**src/rtl/motor_step_gen_pkg.sv**
```systemverilog
// Shared types and helpers for the motor step generator.
package motor_step_pkg;

  typedef enum logic [2:0] {IDLE, LOAD, CALC, SETUP, RUN, FIN} state_t;

  localparam int unsigned POS_MAX   = 999;
  localparam int unsigned BCD_MAX   = 9;
  localparam int unsigned SEL_MAX_W = 16;

  // True when exactly one select bit is set.
  function automatic logic is_onehot(input logic [SEL_MAX_W-1:0] sel);
    return (sel != '0) && ((sel & (sel - 1'b1)) == '0);
  endfunction

  // Index of the set bit; only meaningful when is_onehot(sel) holds.
  function automatic logic [3:0] onehot_to_idx(input logic [SEL_MAX_W-1:0] sel);
    logic [3:0] idx;
    idx = '0;
    for (int unsigned i = 0; i < SEL_MAX_W; i++) begin
      if (sel[i]) idx = i[3:0];
    end
    return idx;
  endfunction

endpackage

```
**src/rtl/motor_step_gen_step_pulse_timer.sv**
```systemverilog
// Step pulse timer: while en is high, repeats periods of `period` cycles with
// the pulse high for the first `high_w` cycles. fall marks the last high
// cycle, eop the last cycle of the period.
module step_pulse_timer (
  input  logic        sysclk,
  input  logic        rst,
  input  logic        en,
  input  logic [31:0] period,
  input  logic [31:0] high_w,
  output logic        pulse,
  output logic        fall,
  output logic        eop
);

  logic [31:0] cnt;

  // Period counter, restarts whenever the timer is disabled.
  always_ff @(posedge sysclk or negedge rst) begin
    if (!rst)              cnt <= '0;
    else if (!en || eop)   cnt <= '0;
    else                   cnt <= cnt + 32'd1;
  end

  // Pulse shaping and period markers.
  always_comb begin
    pulse = en && (cnt < high_w);
    fall  = en && (cnt == high_w - 32'd1);
    eop   = en && (cnt == period - 32'd1);
  end

endmodule

```
**src/rtl/motor_step_gen.sv**
```systemverilog
// Stepper move sequencer: on a start edge moves the selected motor from its
// stored position to the BCD target with step/dir pulses.
// Optional linear accel/decel ramp: define MOTOR_STEP_GEN_ACCEL_EN.
module motor_step_gen
  import motor_step_pkg::*;
#(
  parameter int NUM_MOT     = 6,
  parameter int POS_W       = 10,
  parameter int STEP_PERIOD = 50000,
  parameter int PULSE_W     = 100,
  parameter int DIR_SETUP   = 20
) (
  input  logic               sysclk,
  input  logic               rst,
  input  logic               start,
  input  logic [3:0]         t_hund,
  input  logic [3:0]         t_tens,
  input  logic [3:0]         t_ones,
  input  logic [NUM_MOT-1:0] mot_sel,
  output logic [NUM_MOT-1:0] step,
  output logic [NUM_MOT-1:0] dir,
  output logic               busy,
  output logic               done,
  output logic               err,
  output logic [POS_W-1:0]   cur_pos
);

  localparam int IDX_W = (NUM_MOT > 1) ? $clog2(NUM_MOT) : 1;
  localparam logic [POS_W-1:0] ONE = POS_W'(1);

  state_t               state, nstate;
  logic                 start_q, start_re;
  logic [3:0]           h_q, t_q, o_q;
  logic [NUM_MOT-1:0]   sel_q;
  logic [POS_W-1:0]     pos [NUM_MOT];
  logic [POS_W-1:0]     remaining, tgt, hx, tx, ox;
  logic [IDX_W-1:0]     idx, cur_idx;
  logic [31:0]          setup_cnt, per;
  logic [SEL_MAX_W-1:0] sel_live_ext, sel_q_ext;
  logic                 req_ok;
  logic                 t_pulse, t_fall, t_eop;

  assign start_re = start & ~start_q;

  // Request decode: validity of live inputs, target and index from latched ones.
  always_comb begin
    sel_live_ext = '0;
    sel_live_ext[NUM_MOT-1:0] = mot_sel;
    sel_q_ext = '0;
    sel_q_ext[NUM_MOT-1:0] = sel_q;
    req_ok = is_onehot(sel_live_ext) && (t_hund <= 4'(BCD_MAX)) &&
             (t_tens <= 4'(BCD_MAX)) && (t_ones <= 4'(BCD_MAX));
    idx = IDX_W'(onehot_to_idx(sel_q_ext));
    hx  = POS_W'(h_q);
    tx  = POS_W'(t_q);
    ox  = POS_W'(o_q);
    tgt = (hx << 6) + (hx << 5) + (hx << 2) + (tx << 3) + (tx << 1) + ox;
    cur_pos = pos[cur_idx];
  end

  // FSM state register.
  always_ff @(posedge sysclk or negedge rst) begin
    if (!rst) state <= IDLE;
    else      state <= nstate;
  end

  // Next state and status/step outputs.
  always_comb begin
    nstate = state;
    busy   = 1'b0;
    done   = 1'b0;
    err    = 1'b0;
    step   = '0;
    unique case (state)
      IDLE:  if (start_re) nstate = LOAD;
      LOAD: begin
        busy = 1'b1;
        if (req_ok) nstate = CALC;
        else begin
          err    = 1'b1;
          nstate = IDLE;
        end
      end
      CALC: begin
        busy   = 1'b1;
        nstate = (tgt == pos[idx]) ? FIN : SETUP;
      end
      SETUP: begin
        busy = 1'b1;
        if (setup_cnt == 32'(DIR_SETUP - 1)) nstate = RUN;
      end
      RUN: begin
        busy      = 1'b1;
        step[idx] = t_pulse;
        if (t_fall && (remaining == ONE)) nstate = FIN;
      end
      FIN: begin
        done   = 1'b1;
        nstate = IDLE;
      end
      default: nstate = IDLE;
    endcase
  end

  // Datapath: request latch, direction, positions and counters.
  always_ff @(posedge sysclk or negedge rst) begin
    if (!rst) begin
      start_q   <= 1'b0;
      h_q       <= '0;
      t_q       <= '0;
      o_q       <= '0;
      sel_q     <= '0;
      dir       <= '0;
      remaining <= '0;
      cur_idx   <= '0;
      setup_cnt <= '0;
      for (int unsigned i = 0; i < NUM_MOT; i++) pos[i] <= '0;
    end else begin
      start_q <= start;
      unique case (state)
        LOAD: begin
          h_q   <= t_hund;
          t_q   <= t_tens;
          o_q   <= t_ones;
          sel_q <= mot_sel;
        end
        CALC: begin
          cur_idx   <= idx;
          setup_cnt <= '0;
          if (tgt != pos[idx]) begin
            dir[idx]  <= (tgt > pos[idx]);
            remaining <= (tgt > pos[idx]) ? (tgt - pos[idx]) : (pos[idx] - tgt);
          end
        end
        SETUP: setup_cnt <= setup_cnt + 32'd1;
        RUN: begin
          if (t_fall) begin
            pos[idx]  <= dir[idx] ? (pos[idx] + ONE) : (pos[idx] - ONE);
            remaining <= remaining - ONE;
          end
        end
        default: ;
      endcase
    end
  end

`ifdef MOTOR_STEP_GEN_ACCEL_EN
  localparam logic [31:0] P_CR  = 32'(STEP_PERIOD);
  localparam logic [31:0] P_MAX = 32'(4 * STEP_PERIOD);
  localparam logic [31:0] P_Q   = 32'(STEP_PERIOD / 4);
  logic [31:0] ramp_k;

  // Ramp: period adjusts at each period end; decelerate once the remaining
  // steps no longer exceed the ramp steps taken, giving a mirrored profile.
  always_ff @(posedge sysclk or negedge rst) begin
    if (!rst) begin
      per    <= P_MAX;
      ramp_k <= '0;
    end else if (state == CALC) begin
      per    <= P_MAX;
      ramp_k <= '0;
    end else if (state == RUN && t_eop) begin
      if ((32'(remaining) <= ramp_k) && (ramp_k != '0)) begin
        per    <= per + P_Q;
        ramp_k <= ramp_k - 32'd1;
      end else if (per > P_CR) begin
        per    <= ((per - P_Q) < P_CR) ? P_CR : (per - P_Q);
        ramp_k <= ramp_k + 32'd1;
      end
    end
  end
`else
  logic eop_unused;
  assign per        = 32'(STEP_PERIOD);
  assign eop_unused = t_eop;
`endif

  step_pulse_timer u_timer (
    .sysclk (sysclk),
    .rst    (rst),
    .en     (state == RUN),
    .period (per),
    .high_w (32'(PULSE_W)),
    .pulse  (t_pulse),
    .fall   (t_fall),
    .eop    (t_eop)
  );

endmodule

```
**config.mk**
```make
export PLATFORM = sky130hd
export DESIGN_NAME = motor_step_gen
export DESIGN_NICKNAME = d
export VERILOG_FILES = /design/src/rtl/motor_step_gen_pkg.sv /design/src/rtl/motor_step_gen_step_pulse_timer.sv /design/src/rtl/motor_step_gen.sv
export SDC_FILE = /design/constraint.sdc
export NUM_CORES = 1
export LEC_CHECK = 0
export CORE_MARGIN = 10
export CORE_UTILIZATION = 33
export DETAILED_ROUTE_END_ITERATION = 7
export PLACE_DENSITY = 0.51
export SLEW_MARGIN = 20
export SYNTH_ARGS = -nofsm -noshare
export SYNTH_HDL_FRONTEND = slang
export SYNTH_HIERARCHICAL = 1
export SYNTH_SLANG_ARGS = --single-unit
```
**constraint.sdc**
```tcl
create_clock -name sysclk -period 5.1 [get_ports sysclk]
set_input_delay 1.02 -clock sysclk [delete_from_list [all_inputs] [get_ports sysclk]]
set_output_delay 1.02 -clock sysclk [all_outputs]
set_load 0.01 [all_outputs]
```
==> summary.md, run 1 <==
| Metric | Value |
|---|---|
| Clock buffer count from CTS | `17` |
| Crit Path Class | `reg -> out` |
| Detailed placement HPWL | `27.7 mm` |
| Max Root-Sink Buffers | `2` |
| Die Ht | `221 um` |
| Clock network power share | `12.4%` |
| Antenna-violating nets left | `0` |
| NetSw | `4.95 mW` |
| Post-route setup slack | `0.265 ns` |
| Setup crit end kind | `primary output` |
| Port bufs | `45` |
| Finished layout cell area | `16000 um2` |
| Outcome | `completed` |
| RSZ-0062 raised after global routing | `false` |
| Final setup vio count | `0` |
| Fin nets | `1950` |
| Setup TNS | `0 ns` |
| Most common cell after layout, fill and taps aside | `conb_1` |
| Slew Viols, Final | `0` |
| Overall routed net length | `36.9 mm` |
| Core area | `39900 um2` |
| Drt via density | `4.85` |
| DIE AREA | `48900 um2` |
| CTS tree | `yes` |
| TritonRoute pass-1 iters | `5` |
| Crit path required time | `4.08 ns` |
| Vias in the first global route | `11300` |
| Final core occ | `40.0%` |
| Achievable Freq | `207 MHz` |
| Num Clock Sinks | `164` |
| CP Max Fanout | `8` |
| VDD IR max | `0.000653 V` |
| CTS clock-pin slew for the worst setup and hold paths | `0.07 ns` |
| Worst Path Arrival | `3.81 ns` |
| CTS H-Tree Depth | `4` |
| Netlist Area Pre-Place | `13400 um2` |
| Clock Latency Late Sink | `0.44 ns` |
| First-pass GRT wire length | `60.4 mm` |
| FP Rows | `73` |
| Root Buffer | `clkbuf_16` |
| PnR Total Power | `10.1 mW` |
| Gr ovfl total | `0` |
| Initial Util | `33.5%` |
| Post-Syn Instances | `1551` |
| GRT Total Usage | `15.0%` |
| I/O pin cnt | `46` |
| # diodes | `0` |
| Initial DRC count | `699` |
| Hold-fix buffers, CTS | `0` |
| Fin Hold WS | `0.506 ns` |
| Dpl ws | `0.177 ns` |
| Area after DPL | `15400 um2` |
| Least-Margin Pin Slew | `0.919 ns` |
| Max Cap Viol | `0` |
| Max-slew headroom | `38.7%` |
| Setup Fix Bufs, Post-CTS | `0` |
| Post-cts sizing count | `0` |
| Internal Power | `5.12 mW` |
| YS warnings | `6` |
| Fin crit share | `94.8%` |
| Sequential power share | `17.0%` |
| Switching share of total power | `49.1%` |
| DRC | `0` |
| Die Wd | `221 um` |
| Dpl cells | `2345` |
| CP Launch Type | `flop` |
| Share of cells above drive strength 1 | `8.64%` |
| Hold WC Path Type | `reg -> reg` |
| RePlAce Congestion | `0.864` |
| Commonest cells after routing, fill and taps aside | `262 x conb_1, 164 x dfrtp_1, 156 x nand2_1` |
| Avg Cell Area, Syn | `8.61 um2` |
| Initial antenna violation count | `0` |
| Leakage Power | `7.19 nW` |
| Pin count of the biggest net entering global routing | `105` |
| Hold Violations, Final | `0` |
| Via Count | `11500` |
| Clock Skews | `0.0103 ns` |
| Average wire per standard cell | `15.5 um` |
| Final worst path period need | `4.83 ns` |
| P&R area growth vs syn | `19.6%` |
| Finished Layout Cells | `2377` |
| Combinational cell fraction of total power | `70.6%` |
| PD cells | `630 nW/um2` |
-- critical path: stages, from the launching register on --
cell	delay (ns)
dfrtp_1	0.58
ha_1	0.33
a21o_1	0.18
a211oi_1	0.25
nand2_1	0.12
a211oi_1	0.23
a21oi_1	0.14
nor4_1	0.42
buf_4	0.21
nand2_1	0.11
nor3_1	0.20
clkdlybuf4s50_1	0.59
-- state kept, by name, indices dropped and copies added (netlist names) --
name / flops
cur_idx: 3
sel_q: 5
remaining: 10
o_q: 4
pos: 60
state: 3
dir: 6
t_q: 4
u_timer/cnt: 32
start_q: 1
setup_cnt: 32
h_q: 4
-- routing by layer --
layer	GRT usage, %	vias to the layer above	wire length [um]
met5	0	-	0
met4	5.68	0	1160
met3	2.21	55	1120
met2	24.1	191	16900
met1	19.9	5403	17700
li1	-	5876	-
-- power groups by stage --
stage	Combinational, mW	Clock (mW)	Sequential [mW]
finish	7.11	1.25	1.71
global route	7.97	1.34	1.75
CTS	7.09	1.29	1.71
detailed placement	7.01	0	1.74
global placement	6.98	0	1.74
floorplan	5.19	0	1.63
-- path summary, 6_finish.rpt --
kind / startpoint / to / slack [ns] / depth (start not counted)
worst min-delay path: setup_cnt[1] / setup_cnt[1] / 0.51 / 2
worst max-delay path: u_timer/cnt[10] / step[1] / 0.27 / 11
worst min register to register: setup_cnt[1] / setup_cnt[1] / 0.51 / 2
min in group asynchronous: rst / o_q[1] / 0.65 / 1
worst max register to register: h_q[1] / remaining[9] / 0.29 / 18
max in group asynchronous: rst / pos[15] / 3.59 / 2
-- cell type report --
class / instances / area, um2
inverters: 100 / 375
fillers: 4074 / 23900
well taps: 525 / 657
clock inverters: 12 / 95.1
clock buffers: 20 / 457
multi-input cells: 1472 / 9530
repair buffers: 84 / 759
flip-flops and latches: 164 / 4100
No activity file was read; power rests on OpenSTA's default activity.
==> inputs of run 2 (changes only) <==
==> constraint.sdc (replaced) <==
create_clock -name sysclk -period 5.1 [get_ports sysclk]
set_input_delay 1.53 -clock sysclk [delete_from_list [all_inputs] [get_ports sysclk]]
set_output_delay 1.53 -clock sysclk [all_outputs]
set_load 0.01 [all_outputs]
==> run 2 against run 1 <==
Against the previous run:
- core utilization up 0.58 points
- cell count up 0.67%
- total power up 3.1%
- critical path depth unchanged
- clock-buffer cell count down 3
- via count up 1.1%
- critical endpoint is now step[4]
- largest cell class unchanged
- setup slack worse by 0.045 ns
- die area unchanged
==> summary.md, run 2 (synthesized netlist as in run 1, its figures left out) <==
| Metric | Value |
|---|---|
| Max reg flops | `60 (unchanged)` |
| Max Root-Sink Buffers | `2 (unchanged)` |
| Fin crit share | `95.7% (was 94.8%)` |
| Initial Util | `33.5% (unchanged)` |
| Via Count | `11600 (was 11500)` |
| Setup TNS | `0 ns (unchanged)` |
| Hold-fix buffers, CTS | `0 (unchanged)` |
| Post-route setup slack | `0.221 ns (was 0.265 ns)` |
| Hold WC Path Type | `reg -> reg (unchanged)` |
| Vias in the first global route | `11300 (about the same)` |
| Drt via density | `4.87 (was 4.85)` |
| Commonest cells after routing, fill and taps aside | `262 x conb_1, 163 x dfrtp_1, 156 x nand2_1 (was 262 x conb_1, 164 x dfrtp_1, 156 x nand2_1)` |
| Finished layout cell area | `16200 um2 (was 16000 um2)` |
| Most common cell after layout, fill and taps aside | `conb_1 (unchanged)` |
| DRC | `0 (unchanged)` |
| TritonRoute pass-1 iters | `5 (unchanged)` |
| CP startpoint | `u_timer/cnt[10] (unchanged)` |
| DIE AREA | `48900 um2 (unchanged)` |
| Max-slew headroom | `35.4% (was 38.7%)` |
| VDD IR max | `0.000858 V (was 0.000653 V)` |
| Slew Viols, Final | `0 (unchanged)` |
| Initial antenna violation count | `0 (unchanged)` |
| Final core occ | `40.6% (was 40.0%)` |
| Critical R2R Launch | `h_q[1] (unchanged)` |
| Average wire per standard cell | `15.2 um (was 15.5 um)` |
| Antenna-violating nets left | `0 (unchanged)` |
| Worst Path Arrival | `3.35 ns (was 3.81 ns)` |
| Num Clock Sinks | `164 (unchanged)` |
| CTS tree | `yes (unchanged)` |
| Worst-path cell chain | `buf_4 > ha_1 > a21o_1 > a211oi_1 > nand2_1 > a211oi_1 > a21oi_1 > nor4_2 > buf_4 > and3_1 > clkdlybuf4s50_1 (was ha_1 > a21o_1 > a211oi_1 > nand2_1 > a211oi_1 > a21oi_1 > nor4_1 > buf_4 > nand2_1 > nor3_1 > clkdlybuf4s50_1)` |
| Crit Path Class | `reg -> out (unchanged)` |
| I/O pin cnt | `46 (unchanged)` |
| Outcome | `completed (unchanged)` |
| FP Rows | `73 (unchanged)` |
| Fillers | `4054 (was 4074)` |
| Final setup vio count | `0 (unchanged)` |
| # diodes | `0 (unchanged)` |
| Clock buffer count from CTS | `17 (unchanged)` |
| Port bufs | `45 (unchanged)` |
| Share of cells above drive strength 1 | `9.80% (was 8.64%)` |
| CP Launch Type | `flop (unchanged)` |
| Worst path bufs/invs | `3 (was 2)` |
| Path depth of the worst reg2reg path | `16 (was 18)` |
| Crit. path cell count | `11 (unchanged)` |
| R2r setup slk | `0.29 ns (about the same)` |
| Setup crit end kind | `primary output (unchanged)` |
| PD cells | `640 nW/um2 (was 630 nW/um2)` |
| Clock Skews | `0.00962 ns (was 0.0103 ns)` |
| Hold Violations, Final | `0 (unchanged)` |
| Initial DRC count | `676 (was 699)` |
| Core area | `39900 um2 (unchanged)` |
| Area after DPL | `15500 um2 (was 15400 um2)` |
| Max Cap Viol | `0 (unchanged)` |
| First-pass GRT wire length | `59.5 mm (was 60.4 mm)` |
| Die Ht | `221 um (unchanged)` |
| Biggest register | `pos (unchanged)` |
| Storage cell area | `4110 um2 (was 4100 um2)` |
| CTS clock-pin slew for the worst setup and hold paths | `0.07 ns (about the same)` |
| CP Capture Point | `step[4] (was step[1])` |
| Gr ovfl total | `0 (unchanged)` |
| Pin count of the biggest net entering global routing | `98 (was 105)` |
| CTS H-Tree Depth | `4 (unchanged)` |
| P&R area growth vs syn | `21.4% (was 19.6%)` |
| Fin nets | `1966 (was 1950)` |
| Root Buffer | `clkbuf_16 (unchanged)` |
| R2R Path End | `remaining[4] (was remaining[9])` |
| Top Registers | `pos: 60 flops, setup_cnt: 32 flops, u_timer/cnt: 32 flops (unchanged)` |
| GRT Total Usage | `14.7% (was 15.0%)` |
| Least-Margin Pin Slew | `0.969 ns (was 0.919 ns)` |
| Detailed placement HPWL | `27.5 mm (was 27.7 mm)` |
| Final worst path period need | `4.88 ns (was 4.83 ns)` |
| RePlAce Congestion | `0.850 (was 0.864)` |
| Die Wd | `221 um (unchanged)` |
| CP Max Fanout | `8 (unchanged)` |
| Area of the multi-input gates | `9570 um2 (was 9530 um2)` |
| Overall routed net length | `36.3 mm (was 36.9 mm)` |
| Family with the most delay on the worst path | `buffers and inverters (was simple AND/OR/NAND/NOR gates)` |
| Leakage Power | `7.39 nW (was 7.19 nW)` |
| Clock Latency Late Sink | `0.44 ns (about the same)` |
| Crit path required time | `3.57 ns (was 4.08 ns)` |
| Achievable Freq | `205 MHz (was 207 MHz)` |
| Largest stage delay, worst path | `0.57 ns (was 0.59 ns)` |
| RSZ-0062 raised after global routing | `true (was false)` |
| Dpl ws | `0.0554 ns (was 0.177 ns)` |
| Critical path's slowest cell | `clkdlybuf4s50_1 (unchanged)` |
-- run 2: cell types whose count changed in the layout (fill, tap and decap cells not counted), sizes merged, moves of 3 or more --
cell           change
buf               +17
bufinv             +3
clkbuf             -4
clkdlybuf4s50      -5
clkinvlp           -3
dlymetal6s2s       +4
-- run 2: how the worst min path moves through the flow --
stage	slack [ns]	startpoint	to	depth (start not counted)
after floorplan	0.46	setup_cnt[1]	setup_cnt[1]	2
after global placement	0.47	setup_cnt[1]	setup_cnt[1]	2
after detailed placement	0.49	pos[42]	pos[42]	2
after CTS	0.51	pos[42]	pos[42]	2
after global routing	0.54	pos[24]	pos[24]	2
final	0.51	pos[42]	pos[42]	2
-- run 2: report_power, final --
group / internal (mW) / switching [mW] / total [mW]
sequential: 1.48 / 0.218 / 1.70
clock: 0.788 / 0.595 / 1.38
combinational: 3.01 / 4.29 / 7.29
total: 5.28 / 5.10 / 10.4
-- run 2: metal layers --
layer  track usage [%]  up-vias  wire length [um]
met5                 0        -                 0
met4              3.87        0               701
met3              2.29       36              1380
met2              24.3      226             17100
met1              19.5     5465             17100
li1                  -     5920                 -
-- run 2: tightest hold or removal path, stage by stage (launching register included) --
cell,delay (ns)
dfrtp_1,0.36
nand2_1,0.05
o21ai_0,0.06
-- run 2: repair_timing --
item | in CTS | in global routing
gates resized for setup | 2 | 14
endpoints found under the hold margin | 0 | 0
setup endpoints to repair | 3 | 25
setup buffers | 0 | 0
pin swaps | 1 | 2
-- run 2: layout make-up --
class | instances | share of cell area (%)
clock buffers | 17 | 2.62
clock inverters | 15 | 1.20
inverters | 100 | 2.32
multi-input cells | 1472 | 59.0
flip-flops and latches | 164 | 25.3
well taps | 525 | 4.05
repair buffers | 100 | 5.47
-- run 2: per-stage QoR --
| stage | hold slack [ns] | instances | power, mW |
|---|---|---|---|
| 2_1_floorplan | 0.457 | 1811 | 6.82 |
| 3_3_place_gp | 0.474 | 2361 | 8.65 |
| 3_5_place_dp | 0.491 | 2361 | 8.67 |
| 4_1_cts | 0.508 | 2393 | 10.1 |
| 5_1_grt | 0.539 | 2393 | 11.3 |
| 6_report | 0.505 | 2393 | 10.4 |
